[src/rtl/wt_cache_pkg.sv]
// Shared widths, request payload type and arbitration class for the
// write-through dcache read path.
package wt_cache_pkg;

    localparam int DCACHE_TAG_WIDTH       = 20;
    localparam int DCACHE_CL_IDX_WIDTH    = 8;
    localparam int DCACHE_OFFSET_WIDTH    = 4;
    localparam int DCACHE_RD_STARVE_LIMIT = 15;

    typedef struct packed {
        logic                           tag_only;
        logic [DCACHE_TAG_WIDTH-1:0]    tag;
        logic [DCACHE_CL_IDX_WIDTH-1:0] idx;
        logic [DCACHE_OFFSET_WIDTH-1:0] off;
    } dcache_rd_req_t;

    typedef enum logic {
        RD_CLASS_LO = 1'b0,
        RD_CLASS_HI = 1'b1
    } rd_class_e;

endpackage

[src/rtl/wt_dcache_rr_pick.sv]
// One-hot round-robin picker: grants the first set request at or after ptr,
// wrapping modulo N.
module wt_dcache_rr_pick #(
    parameter  int N  = 3,
    localparam int PW = (N > 1) ? $clog2(N) : 1
) (
    input  logic [N-1:0]  req,
    input  logic [PW-1:0] ptr,
    output logic [N-1:0]  gnt,
    output logic [PW-1:0] idx,
    output logic          vld
);

    logic [PW:0]   pos;
    logic [PW-1:0] cand;

    // The extra bit in pos holds ptr+i before folding it back below N.
    always_comb begin
        gnt  = '0;
        idx  = '0;
        vld  = 1'b0;
        pos  = '0;
        cand = '0;
        for (int i = 0; i < N; i++) begin
            pos = {1'b0, ptr} + (PW+1)'(i);
            if (pos >= (PW+1)'(N)) begin
                pos = pos - (PW+1)'(N);
            end
            cand = pos[PW-1:0];
            if (!vld && req[cand]) begin
                vld       = 1'b1;
                gnt[cand] = 1'b1;
                idx       = cand;
            end
        end
    end

endmodule

[src/rtl/wt_dcache_rd_arb.sv]
// N-port read arbiter in front of the dcache arrays: two priority classes,
// round-robin inside each class, age promotion of starved low ports.
module wt_dcache_rd_arb
    import wt_cache_pkg::*;
#(
    parameter  int NumPorts     = 3,
    parameter  int TagWidth     = DCACHE_TAG_WIDTH,
    parameter  int IdxWidth     = DCACHE_CL_IDX_WIDTH,
    parameter  int OffWidth     = DCACHE_OFFSET_WIDTH,
    parameter  int StarveLimit  = DCACHE_RD_STARVE_LIMIT,
    localparam int PortIdxWidth = (NumPorts > 1) ? $clog2(NumPorts) : 1,
    localparam int CntWidth     = (StarveLimit > 0) ? $clog2(StarveLimit + 1) : 1
) (
    input  logic                         clk_i,
    input  logic                         rst_ni,
    input  logic                         block_i,
    input  logic [NumPorts-1:0]          rd_req_i,
    input  logic [NumPorts-1:0]          rd_prio_i,
    input  logic [NumPorts-1:0]          rd_tag_only_i,
    input  logic [NumPorts*TagWidth-1:0] rd_tag_i,
    input  logic [NumPorts*IdxWidth-1:0] rd_idx_i,
    input  logic [NumPorts*OffWidth-1:0] rd_off_i,
    output logic [NumPorts-1:0]          rd_ack_o,
    output logic                         mem_req_o,
    output logic                         mem_tag_only_o,
    output logic [TagWidth-1:0]          mem_tag_o,
    output logic [IdxWidth-1:0]          mem_idx_o,
    output logic [OffWidth-1:0]          mem_off_o,
    output logic                         rsp_vld_o,
    output logic [PortIdxWidth-1:0]      rsp_port_o,
    output logic                         rsp_tag_only_o,
    output logic                         starve_promote_o
);

    // Same layout as dcache_rd_req_t, but sized by this instance's parameters.
    typedef struct packed {
        logic                tag_only;
        logic [TagWidth-1:0] tag;
        logic [IdxWidth-1:0] idx;
        logic [OffWidth-1:0] off;
    } rd_req_t;

    rd_req_t                 port_req [NumPorts];
    rd_req_t                 win_req;
    logic [NumPorts-1:0]     eligible, eff_hi, hi_gnt, lo_gnt;
    logic [PortIdxWidth-1:0] hi_ptr, lo_ptr, hi_idx, lo_idx, winner;
    logic                    hi_vld, lo_vld, grant;
    logic [CntWidth-1:0]     starve_cnt [NumPorts];
    rd_class_e               win_class;

    function automatic logic [PortIdxWidth-1:0] wrap_inc(input logic [PortIdxWidth-1:0] p);
        return (p == PortIdxWidth'(NumPorts - 1)) ? '0 : p + PortIdxWidth'(1);
    endfunction

    // A low port that has waited StarveLimit cycles competes as high class.
    always_comb begin
        port_req = '{default: '0};
        eff_hi   = '0;
        for (int k = 0; k < NumPorts; k++) begin
            port_req[k].tag_only = rd_tag_only_i[k];
            port_req[k].tag      = rd_tag_i[k*TagWidth +: TagWidth];
            port_req[k].idx      = rd_idx_i[k*IdxWidth +: IdxWidth];
            port_req[k].off      = rd_off_i[k*OffWidth +: OffWidth];
            eff_hi[k] = rd_prio_i[k] |
                        ((StarveLimit != 0) && (starve_cnt[k] == CntWidth'(StarveLimit)));
        end
    end

    assign eligible = rd_req_i & {NumPorts{rst_ni & ~block_i}};

    wt_dcache_rr_pick #(.N(NumPorts)) u_pick_hi (
        .req (eligible & eff_hi),
        .ptr (hi_ptr),
        .gnt (hi_gnt),
        .idx (hi_idx),
        .vld (hi_vld)
    );

    wt_dcache_rr_pick #(.N(NumPorts)) u_pick_lo (
        .req (eligible & ~eff_hi),
        .ptr (lo_ptr),
        .gnt (lo_gnt),
        .idx (lo_idx),
        .vld (lo_vld)
    );

    assign grant = hi_vld | lo_vld;

    always_comb begin
        win_class        = hi_vld ? RD_CLASS_HI : RD_CLASS_LO;
        rd_ack_o         = hi_vld ? hi_gnt : lo_gnt;
        winner           = hi_vld ? hi_idx : lo_idx;
        win_req          = grant ? port_req[winner] : '0;
        mem_req_o        = grant;
        mem_tag_only_o   = win_req.tag_only;
        mem_tag_o        = win_req.tag;
        mem_idx_o        = win_req.idx;
        mem_off_o        = win_req.off;
        starve_promote_o = grant && !rd_prio_i[winner] && eff_hi[winner];
    end

    always_ff @(posedge clk_i) begin
        if (!rst_ni) begin
            hi_ptr <= '0;
            lo_ptr <= '0;
        end else if (grant) begin
            if (win_class == RD_CLASS_HI) begin
                hi_ptr <= wrap_inc(winner);
            end else begin
                lo_ptr <= wrap_inc(winner);
            end
        end
    end

    // Ageing keeps running while the memory is blocked.
    always_ff @(posedge clk_i) begin
        for (int k = 0; k < NumPorts; k++) begin
            if (!rst_ni) begin
                starve_cnt[k] <= '0;
            end else if (rd_req_i[k] && !rd_prio_i[k] && !rd_ack_o[k]) begin
                if (starve_cnt[k] != CntWidth'(StarveLimit)) begin
                    starve_cnt[k] <= starve_cnt[k] + CntWidth'(1);
                end
            end else begin
                starve_cnt[k] <= '0;
            end
        end
    end

    always_ff @(posedge clk_i) begin
        if (!rst_ni) begin
            rsp_vld_o      <= 1'b0;
            rsp_port_o     <= '0;
            rsp_tag_only_o <= 1'b0;
        end else begin
            rsp_vld_o <= grant;
            if (grant) begin
                rsp_port_o     <= winner;
                rsp_tag_only_o <= win_req.tag_only;
            end
        end
    end

endmodule
[config.mk]
export PLATFORM = sky130hd
export DESIGN_NAME = wt_dcache_rd_arb
export DESIGN_NICKNAME = d
export VERILOG_FILES = /design/src/rtl/wt_cache_pkg.sv /design/src/rtl/wt_dcache_rr_pick.sv /design/src/rtl/wt_dcache_rd_arb.sv
export SDC_FILE = /design/constraint.sdc
export NUM_CORES = 1
export LEC_CHECK = 0
export BUFFER_PORTS_ARGS = -buffer_cell sky130_fd_sc_hd__clkbuf_2
export CORE_MARGIN = 2
export CORE_UTILIZATION = 45
export CTS_BUF_LIST = sky130_fd_sc_hd__clkbuf_16
export DETAILED_ROUTE_END_ITERATION = 10
export PLACE_DENSITY_LB_ADDON = 0.2
export SLEW_MARGIN = 10
export SYNTH_ARGS = -nofsm -noshare
export SYNTH_HDL_FRONTEND = slang
export SYNTH_SLANG_ARGS = --single-unit
[constraint.sdc]
create_clock -name clk_i -period 3.25 [get_ports clk_i]
set_input_delay 0.325 -clock clk_i [delete_from_list [all_inputs] [get_ports clk_i]]
set_output_delay 0.325 -clock clk_i [all_outputs]
set_load 0.02 [all_outputs]
==> results of run 1 <==
-- sequential cells by signal, indices dropped and copies added (netlist names) --
signal and cells:
starve_cnt 12, hi_ptr 2, lo_ptr 2, rsp_port_o 2
rsp_tag_only_o 1, rsp_vld_o 1
-- layout by cell type (no fill, tap or decap), drive strengths merged, types with 11 or more instances in the layout --
| master | n |
|---|---|
| buf | 27 |
| inv | 11 |
| nor2 | 22 |
| a21oi | 30 |
| mux2i | 35 |
| ha | 11 |
| o21ai | 41 |
| nand2 | 34 |
| nor3 | 13 |
| edfxtp | 12 |
| clkbuf | 152 |
-- report_power, final --
part           switching, mW  internal (mW)  total, mW  leakage [nW]
registers             0.0102          0.280      0.291         0.213
clock network          0.102          0.214      0.316        0.0493
logic                  0.408          0.299      0.706          1.66
total                  0.520          0.793       1.31          1.92
-- cells by family after synthesis --
group	after synthesis	synth area share, %
compound gates	120	32.5
xor+xnor	6	1.99
fa+ha+maj	12	5.63
buf+inv	30	6.20
flops	20	19.7
mux	35	13.3
simple gates	105	20.7
-- area by class of cell --
type | instances | area share, %
multi-input cells | 278 | 54.7
well taps | 72 | 2.34
clock buffers | 4 | 2.60
repair buffers | 176 | 25.8
inverters | 11 | 1.07
flip-flops and latches | 20 | 13.5
-- worst max-delay path, delay by kind of cell, from the launching register on --
| family | cells | cell delay [ps] |
|---|---|---|
| compound gates | 4 | 780 |
| buf+inv | 3 | 670 |
| flops | 1 | 450 |
| simple gates | 2 | 220 |
| fa+ha+maj | 1 | 220 |
| mux | 1 | 220 |
-- metrics by stage --
step | total power [mW] | setup WS, ps
6_report | 1.31 | 87.8
5_1_grt | 1.38 | -64.1
4_1_cts | 1.27 | 14.1
3_5_place_dp | 0.933 | 161
3_3_place_gp | 0.925 | 204
2_1_floorplan | 0.720 | 319
-- timing repair --
action	CTS	global route
endpoints found under the setup margin	34	34
gates resized for setup	10	22
pin swaps	1	4
hold buffers	0	0
setup buffers	1	5
cloned	1	0
-- worst min-delay path by stage --
stage | startpoint | to | cells past startpoint
finish | rd_tag_only_i[0] | rsp_tag_only_o | 3
global route | rd_tag_only_i[1] | rsp_tag_only_o | 3
CTS | rd_prio_i[0] | starve_cnt[0][2] | 2
detailed placement | rsp_port_o[0] | rsp_port_o[0] | 2
global placement | rsp_port_o[0] | rsp_port_o[0] | 2
floorplan | lo_ptr[0] | lo_ptr[0] | 2
-- layer usage --
metal | global-route usage [%] | vias up | routed length [µm]
met5 | 0 | - | 0
met4 | 7.46 | 0 | 138
met3 | 5.17 | 19 | 621
met2 | 44.2 | 139 | 4790
met1 | 32.7 | 1507 | 3650
li1 | - | 1587 | -
==> flow_metrics.tcl, run 1 <==
set metrics [dict create \
    run_status "finished, final reports clean" \
    ys_seq_area_share_pct 19.7 \
    finalSetupTns_ps 0 \
    io_pins 150 \
    yosysWarnings 0 \
    synthToLayoutAreaGrowth_pct 45.7 \
    slowest_delay_ps 450 \
    placed_area_mm2 0.00352 \
    synth_edf_count 12 \
    wire_per_inst_um 16.4 \
    powerDensity_mw_per_mm2 341 \
    via_per_inst 5.80 \
    rr_worst_depth 9 \
    die_y_um 80.7 \
    globalRouteTotalUtil_pct 25.8 \
    required_ps 2920 \
    multiInputGateArea_mm2 0.00211 \
    irDropWorstVdd_v 0.000254 \
    clock_skew_ps 3.17 \
    yosys-top-cells-area "edfxtp_1 (14%), mux2i_1 (13%), dfxtp_1 (6.1%), a21oi_1 (5.5%), ha_1 (5.2%)" \
    synth.distinct_cells 72 \
    diodes 0 \
    root_buffer "clkbuf_16" \
    drive_gt1_share_pct 47.2 \
    slowest_stage "edfxtp_1" \
    setup_viol 0 \
    r2r_slack_ps 380 \
    worst-path-max-fanout 15 \
    io_buffers 149 \
    syn-cell-area_mm2 0.00264 \
    cp-end-kind "output port" \
    finalWeightedCongestion 0.971 \
    fin_util_pct 69.1 \
    critical_path_class "reg2out" \
    final.period_utilization_pct 97.3 \
    htreeDepth 1 \
    insertion_delay_ps 260 \
    antenna_left 0 \
    worstSetupEndpoint "mem_tag_o[19]" \
    wirelength_mm 9.20 \
    max_cap_viol_count 0 \
    startpoint_type "register" \
    start_util_pct 47.4 \
    avgSynthCellArea_um2 8.06 \
    path_cells "ha_4 -> a31oi_4 -> buf_6 -> nor2_2 -> o32ai_4 -> o22ai_2 -> nand2_2 -> bufbuf_16 -> mux2i_1 -> a21oi_1 -> buf_2" \
    clkTransAtPathRegs_ps 60 \
    slew_headroom_pct 70.6 \
    dp.cells 550 \
    netlist_top_cells_count "mux2i_1 (35), nand2_1 (32), a21oi_1 (29), nor2_1 (20), o21ai_1 (20)" \
    drt_first_pass_iters 5 \
    finalInstanceArea_mm2 0.00385 \
    syn_inst 328 \
    cp-startpoint "starve_cnt[1][0]" \
    cts_buffer_depth 2 \
    finalHoldViolations 0 \
    tightest_slew_ps 438 \
    core_area_mm2 0.00557 \
    hp-class "in2reg" \
    grt_start_max_net_pins 25 \
    synth_top_area_share_pct 13.6 \
    cp.arrival_ps 2840 \
    fp.dieArea_mm2 0.00650 \
    fillers 484 \
    slew_violations 0 \
    grt_pass1_vias 2825 \
    cts_tree "built" \
    cts_buffers 3 \
    grt_overflow_total 0 \
    dp_hpwl_mm 7.04 \
    std_cell_rows 27 \
    synthFlopType "edfxtp_1" \
    dr_total_vias 3252 \
    clock_sinks 20 \
    synth.ff_latch_count 20 \
    die_w_um 80.7 \
    antenna_found_initial 0 \
    syn_nets 447 \
    holdWs_ps 435 \
    grt_pass1_wl_mm 13.4 \
    fmaxAchievable_ghz 0.316 \
    async_flop_share_pct 0 \
    drtIter0Drc 202 \
    min_period_ps 3160 \
    regToRegStartpoint "starve_cnt[2][0]" \
    final_cells 561 \
    yosysMostFrequentCell "mux2i_1" \
    nNetsFinal 609 \
    synth_top_area_cell "edfxtp_1" \
    drc 0 \
    timing.rr.end "starve_cnt[0][0]" \
    p_leak_nw 1.92 \
    seqCellArea_um2 522 \
]
No activity file was read; power rests on OpenSTA's default activity.
==> run 2: changes to the inputs <==
CORE_UTILIZATION = 28   (was 45)
==> flow_metrics.tcl, run 2 (same netlist as run 1, synthesis figures left out) <==
set metrics [dict create \
    std_cell_rows 35 \
    via_per_inst 5.24 \
    final_cells 602 \
    post-place-ws_ps 90.5 \
    wirelength_mm 9.27 \
    clock_sinks 20 \
    combPwrFrac_pct 53.8 \
    globalRouteTotalUtil_pct 16.8 \
    drt_first_pass_iters 4 \
    rr_worst_depth 10 \
    nNetsFinal 611 \
    final.period_utilization_pct 95.7 \
    cts_buffer_depth 2 \
    irDropWorstVdd_v 0.000165 \
    cts_tree "built" \
    sw_frac_of_total_pct 39.7 \
    hold_path.startpoint "rd_tag_only_i[1]" \
    slew_headroom_pct 68.1 \
    setup_viol 0 \
    tightest_slew_ps 479 \
    r2r_slack_ps 250 \
    run_status "finished, final reports clean" \
    seqPwrFrac_pct 21.9 \
    hp-class "in2reg" \
    grt_start_max_net_pins 39 \
    largest_reg_flops 12 \
    antenna_found_initial 0 \
    p_int_uw 798 \
    synthToLayoutAreaGrowth_pct 48.4 \
    dp.cells 585 \
    setup_ws_ps 140 \
    antenna_left 0 \
    fin_util_pct 42.7 \
    grt_overflow_total 0 \
    cts_buffers 3 \
    finalHoldViolations 0 \
    fmaxAchievable_ghz 0.322 \
    slew_violations 0 \
    startpoint_type "register" \
    p_leak_nw 1.93 \
    dp_hpwl_mm 7.24 \
    core_area_mm2 0.00920 \
    die_w_um 101 \
    finalWeightedCongestion 0.925 \
    p_clk_share_pct 24.3 \
    critical_path_class "reg2out" \
    io_buffers 149 \
    holdPathStages 3 \
    max_cap_viol_count 0 \
    regMostFlops "starve_cnt" \
    die_y_um 101 \
    fp.dieArea_mm2 0.0102 \
    min_period_ps 3110 \
    timing.rr.end "starve_cnt[1][2]" \
    insertion_delay_ps 260 \
    diodes 0 \
    layout_common_cells "clkbuf_2 (145), mux2i_1 (35), nand2_1 (31)" \
    wire_per_inst_um 15.4 \
    root_buffer "clkbuf_16" \
    clock_skew_ps 4.77 \
    start_util_pct 28.7 \
    powerDensity_mw_per_mm2 337 \
    worst-path-max-fanout 22 \
    htreeDepth 1 \
    cp-end-kind "output port" \
    regToRegStartpoint "starve_cnt[0][0]" \
    grt_pass1_vias 2986 \
    drc 0 \
    grt_pass1_wl_mm 14.1 \
    cp.arrival_ps 2790 \
    drive_gt1_share_pct 47.3 \
    required_ps 2920 \
    dr_total_vias 3156 \
    drtIter0Drc 120 \
    io_pins 150 \
    layout_commonest_cell "clkbuf_2" \
    clkTransAtPathRegs_ps 60 \
    p_sw_uw 525 \
    holdPathEnd "rsp_tag_only_o" \
]
-- run 2: cell types whose count changed in the layout (fill, tap and decap cells not counted), sizes merged --
cell / before / now
bufbuf: 1 / 0
clkbuf: 152 / 150
buf: 27 / 32
-- run 2: critical path: stages, from the launching register on --
cell      delay, ps
edfxtp_1        350
ha_2            240
a31oi_4         130
buf_4           170
o32ai_2         280
o32ai_2         150
buf_4           170
nor2_4          190
nor2_1          100
inv_2           140
buf_12          160
o21ai_1          90
a21oi_2         150
buf_2           190
-- run 2: how the worst max path moves through the flow --
stage / startpoint / endpoint / depth (start not counted)
after floorplan: hi_ptr[0] / starve_promote_o / 10
after global placement: starve_cnt[1][0] / mem_idx_o[5] / 11
after detailed placement: starve_cnt[1][0] / mem_idx_o[5] / 11
after CTS: lo_ptr[0] / mem_idx_o[5] / 11
after global routing: starve_cnt[1][0] / mem_tag_only_o / 13
final: starve_cnt[1][0] / mem_idx_o[5] / 13
-- run 2: what timing repair did --
item                                    CTS  global route
hold buffers                              0             0
gates cloned                              0             1
endpoints found under the setup margin   34            34
buffers inserted                          7             5
pin swaps                                 3             5
resized for setup                        10            23
endpoints found under the hold margin     0             0
-- run 2: per-layer routing --
layer	GRT usage (%)	up-vias	wire length [µm]
met5	0	-	0
met1	21.8	1451	3880
li1	-	1579	-
met3	2.90	4	539
met4	4.37	0	61
met2	28.9	122	4800
-- run 2: cell type report --
cell class	count	area, µm²
clock buffers	4	100
fillers	981	5270
inverters	11	41.3
multi-input cells	278	2090
flip-flops and latches	20	522
well taps	111	139
repair buffers	178	1030
-- run 2: per-stage QoR --
stage | instance area [µm²] | power (mW) | TNS [ps] | hold slack, ps
2_1_floorplan | 2640 | 0.720 | 0 | 466
3_3_place_gp | 3560 | 0.942 | 0 | 466
3_5_place_dp | 3560 | 0.946 | 0 | 464
4_1_cts | 3770 | 1.28 | 0 | 399
5_1_grt | 3920 | 1.40 | -45.9 | 441
6_report | 3920 | 1.32 | 0 | 393
-- run 2: power groups by stage --
stage	clock network (mW)	logic, mW	registers [mW]
6_report	0.322	0.712	0.290
5_1_grt	0.333	0.772	0.292
4_1_cts	0.322	0.674	0.289
3_5_place_dp	0	0.652	0.294
3_3_place_gp	0	0.649	0.293
2_1_floorplan	0	0.419	0.302
==> run 3: changes to the inputs <==
CTS_BUF_LIST = sky130_fd_sc_hd__clkbuf_4 sky130_fd_sc_hd__clkbuf_8   (was sky130_fd_sc_hd__clkbuf_16)
==> flow_metrics.tcl, run 3 (same netlist as run 1, synthesis figures left out) <==
set metrics [dict create \
    std_cell_rows 35 \
    setup_viol 0 \
    rsz0062_at_grt "true" \
    clock_sinks 20 \
    htreeDepth 1 \
    slew_violations 0 \
    synthToLayoutAreaGrowth_pct 49.1 \
    hold_path.startpoint "rd_tag_only_i[1]" \
    grt_pass1_wl_mm 14.1 \
    globalRouteTotalUtil_pct 16.8 \
    tightest_slew_ps 548 \
    p_leak_nw 1.96 \
    cts_buffers 3 \
    drtIter0Drc 176 \
    final.period_utilization_pct 97.9 \
    clock_skew_ps 8.23 \
    r2r_slack_ps 80 \
    slowest_delay_ps 450 \
    dr_total_vias 3229 \
    nNetsFinal 619 \
    hp-class "in2reg" \
    fp.dieArea_mm2 0.0102 \
    timing.rr.end "starve_cnt[1][0]" \
    wire_per_inst_um 15.6 \
    io_buffers 149 \
    die_w_um 101 \
    clkTransAtPathRegs_ps 90 \
    fmaxAchievable_ghz 0.314 \
    holdPathStages 3 \
    core_area_mm2 0.00920 \
    dp.cells 585 \
    insertion_delay_ps 270 \
    irDropWorstVdd_v 0.000154 \
    drc 0 \
    regToRegStartpoint "starve_cnt[1][0]" \
    postCtsHoldBufs 0 \
    grt_pass1_vias 2964 \
    powerDensity_mw_per_mm2 322 \
    regMostFlops "starve_cnt" \
    min_period_ps 3180 \
    antenna_left 0 \
    holdPathEnd "rsp_tag_only_o" \
    wirelength_mm 9.49 \
    layout_common_cells "clkbuf_2 (147), mux2i_1 (35), buf_4 (32)" \
    largest_reg_flops 12 \
    critical_path_class "reg2out" \
    start_util_pct 28.7 \
    grt_overflow_total 0 \
    drive_gt1_share_pct 48.1 \
    startpoint_type "register" \
    layout_commonest_cell "clkbuf_2" \
    antenna_found_initial 0 \
    run_status "finished, final reports clean" \
    finalHoldViolations 0 \
    drt_first_pass_iters 7 \
    rr_worst_depth 11 \
    worst-path-max-fanout 5 \
    cp.arrival_ps 2860 \
    finalSetupTns_ps 0 \
    required_ps 2920 \
    path_cells "ha_2 -> a31oi_4 -> buf_4 -> nor2_2 -> o32ai_2 -> buf_4 -> nor2_4 -> buf_4 -> a221oi_1 -> nor2_1 -> clkbuf_2" \
    finalWeightedCongestion 0.925 \
    slew_headroom_pct 63.5 \
    via_per_inst 5.29 \
    final_cells 610 \
    die_y_um 101 \
    dp_hpwl_mm 7.24 \
    cts_tree "built" \
    root_buffer "clkbuf_8" \
    cp-end-kind "output port" \
    slowest_stage "a221oi_1" \
    cts_buffer_depth 2 \
    path_common_cell "buf_4" \
    io_pins 150 \
    diodes 0 \
    max_cap_viol_count 0 \
    grt_start_max_net_pins 39 \
]
[run 3: cell count changes in the layout (fill, tap and decap cells not counted), sizes merged]
cell / change
buf: +6
bufinv: +1
clkbuf: +1
[run 3: worst max-delay path by stage]
| stage | slack, ps | end | from |
|---|---|---|---|
| 6_report | 70 | rd_ack_o[1] | starve_cnt[1][0] |
| 5_1_grt | -70 | mem_tag_o[4] | starve_cnt[1][0] |
| 4_1_cts | 3 | mem_idx_o[5] | lo_ptr[0] |
| 3_5_place_dp | 90 | mem_idx_o[5] | starve_cnt[1][0] |
| 3_3_place_gp | 140 | mem_idx_o[5] | starve_cnt[1][0] |
| 2_1_floorplan | 320 | starve_promote_o | hi_ptr[0] |
[run 3: per-layer routing]
metal / vias to the layer above / share of wire [%] / wire (µm) / global-route usage (%)
met5: - / 0 / 0 / 0
met4: 0 / 1.0 / 97 / 3.74
met3: 13 / 6.9 / 651 / 2.76
met2: 146 / 52 / 4900 / 29.2
met1: 1473 / 41 / 3840 / 21.9
li1: 1597 / - / - / -
[run 3: per-stage QoR]
| step | instance area, µm² | hold slack [ps] | utilization, % | power [mW] | worst slack [ps] |
|---|---|---|---|---|---|
| after floorplan | 2640 | 466 | - | 0.720 | 319 |
| after global placement | 3560 | 466 | 38.7 | 0.942 | 142 |
| after detailed placement | 3560 | 464 | 38.7 | 0.946 | 90.5 |
| after CTS | 3740 | 385 | 40.6 | 1.23 | 3.35 |
| after global routing | 3940 | 423 | 42.9 | 1.34 | -72.0 |
| final | 3940 | 378 | 42.9 | 1.27 | 69.2 |
[run 3: final cells by class]
class                   instances  area, µm²
clock inverters                 1       30.0
clock buffers                   3       41.3
flip-flops and latches         20        522
fillers                       981       5260
multi-input cells             278       2080
repair buffers                186       1090
well taps                     111        139
inverters                      11       41.3
[run 3: timing repair]
| action | CTS | global route |
|---|---|---|
| setup buffers | 7 | 13 |
| pin swaps | 3 | 8 |
| cloned | 0 | 1 |
| gates resized for setup | 10 | 22 |
| setup endpoints to repair | 34 | 34 |
[run 3: where the power goes]
group | total (mW) | switching, mW | internal [mW]
clock network | 0.263 | 0.0985 | 0.165
logic | 0.719 | 0.412 | 0.307
registers | 0.289 | 0.00867 | 0.280
[run 3: critical path, delay by kind of cell, from the launching register on]
family,cells,cell delay [ps]
flip-flops,1,400
AND/OR/NAND/NOR,3,200
adder cells (fa/ha/maj),1,240
AO/OA/AOI/OAI,3,1060
buffers and inverters,4,670
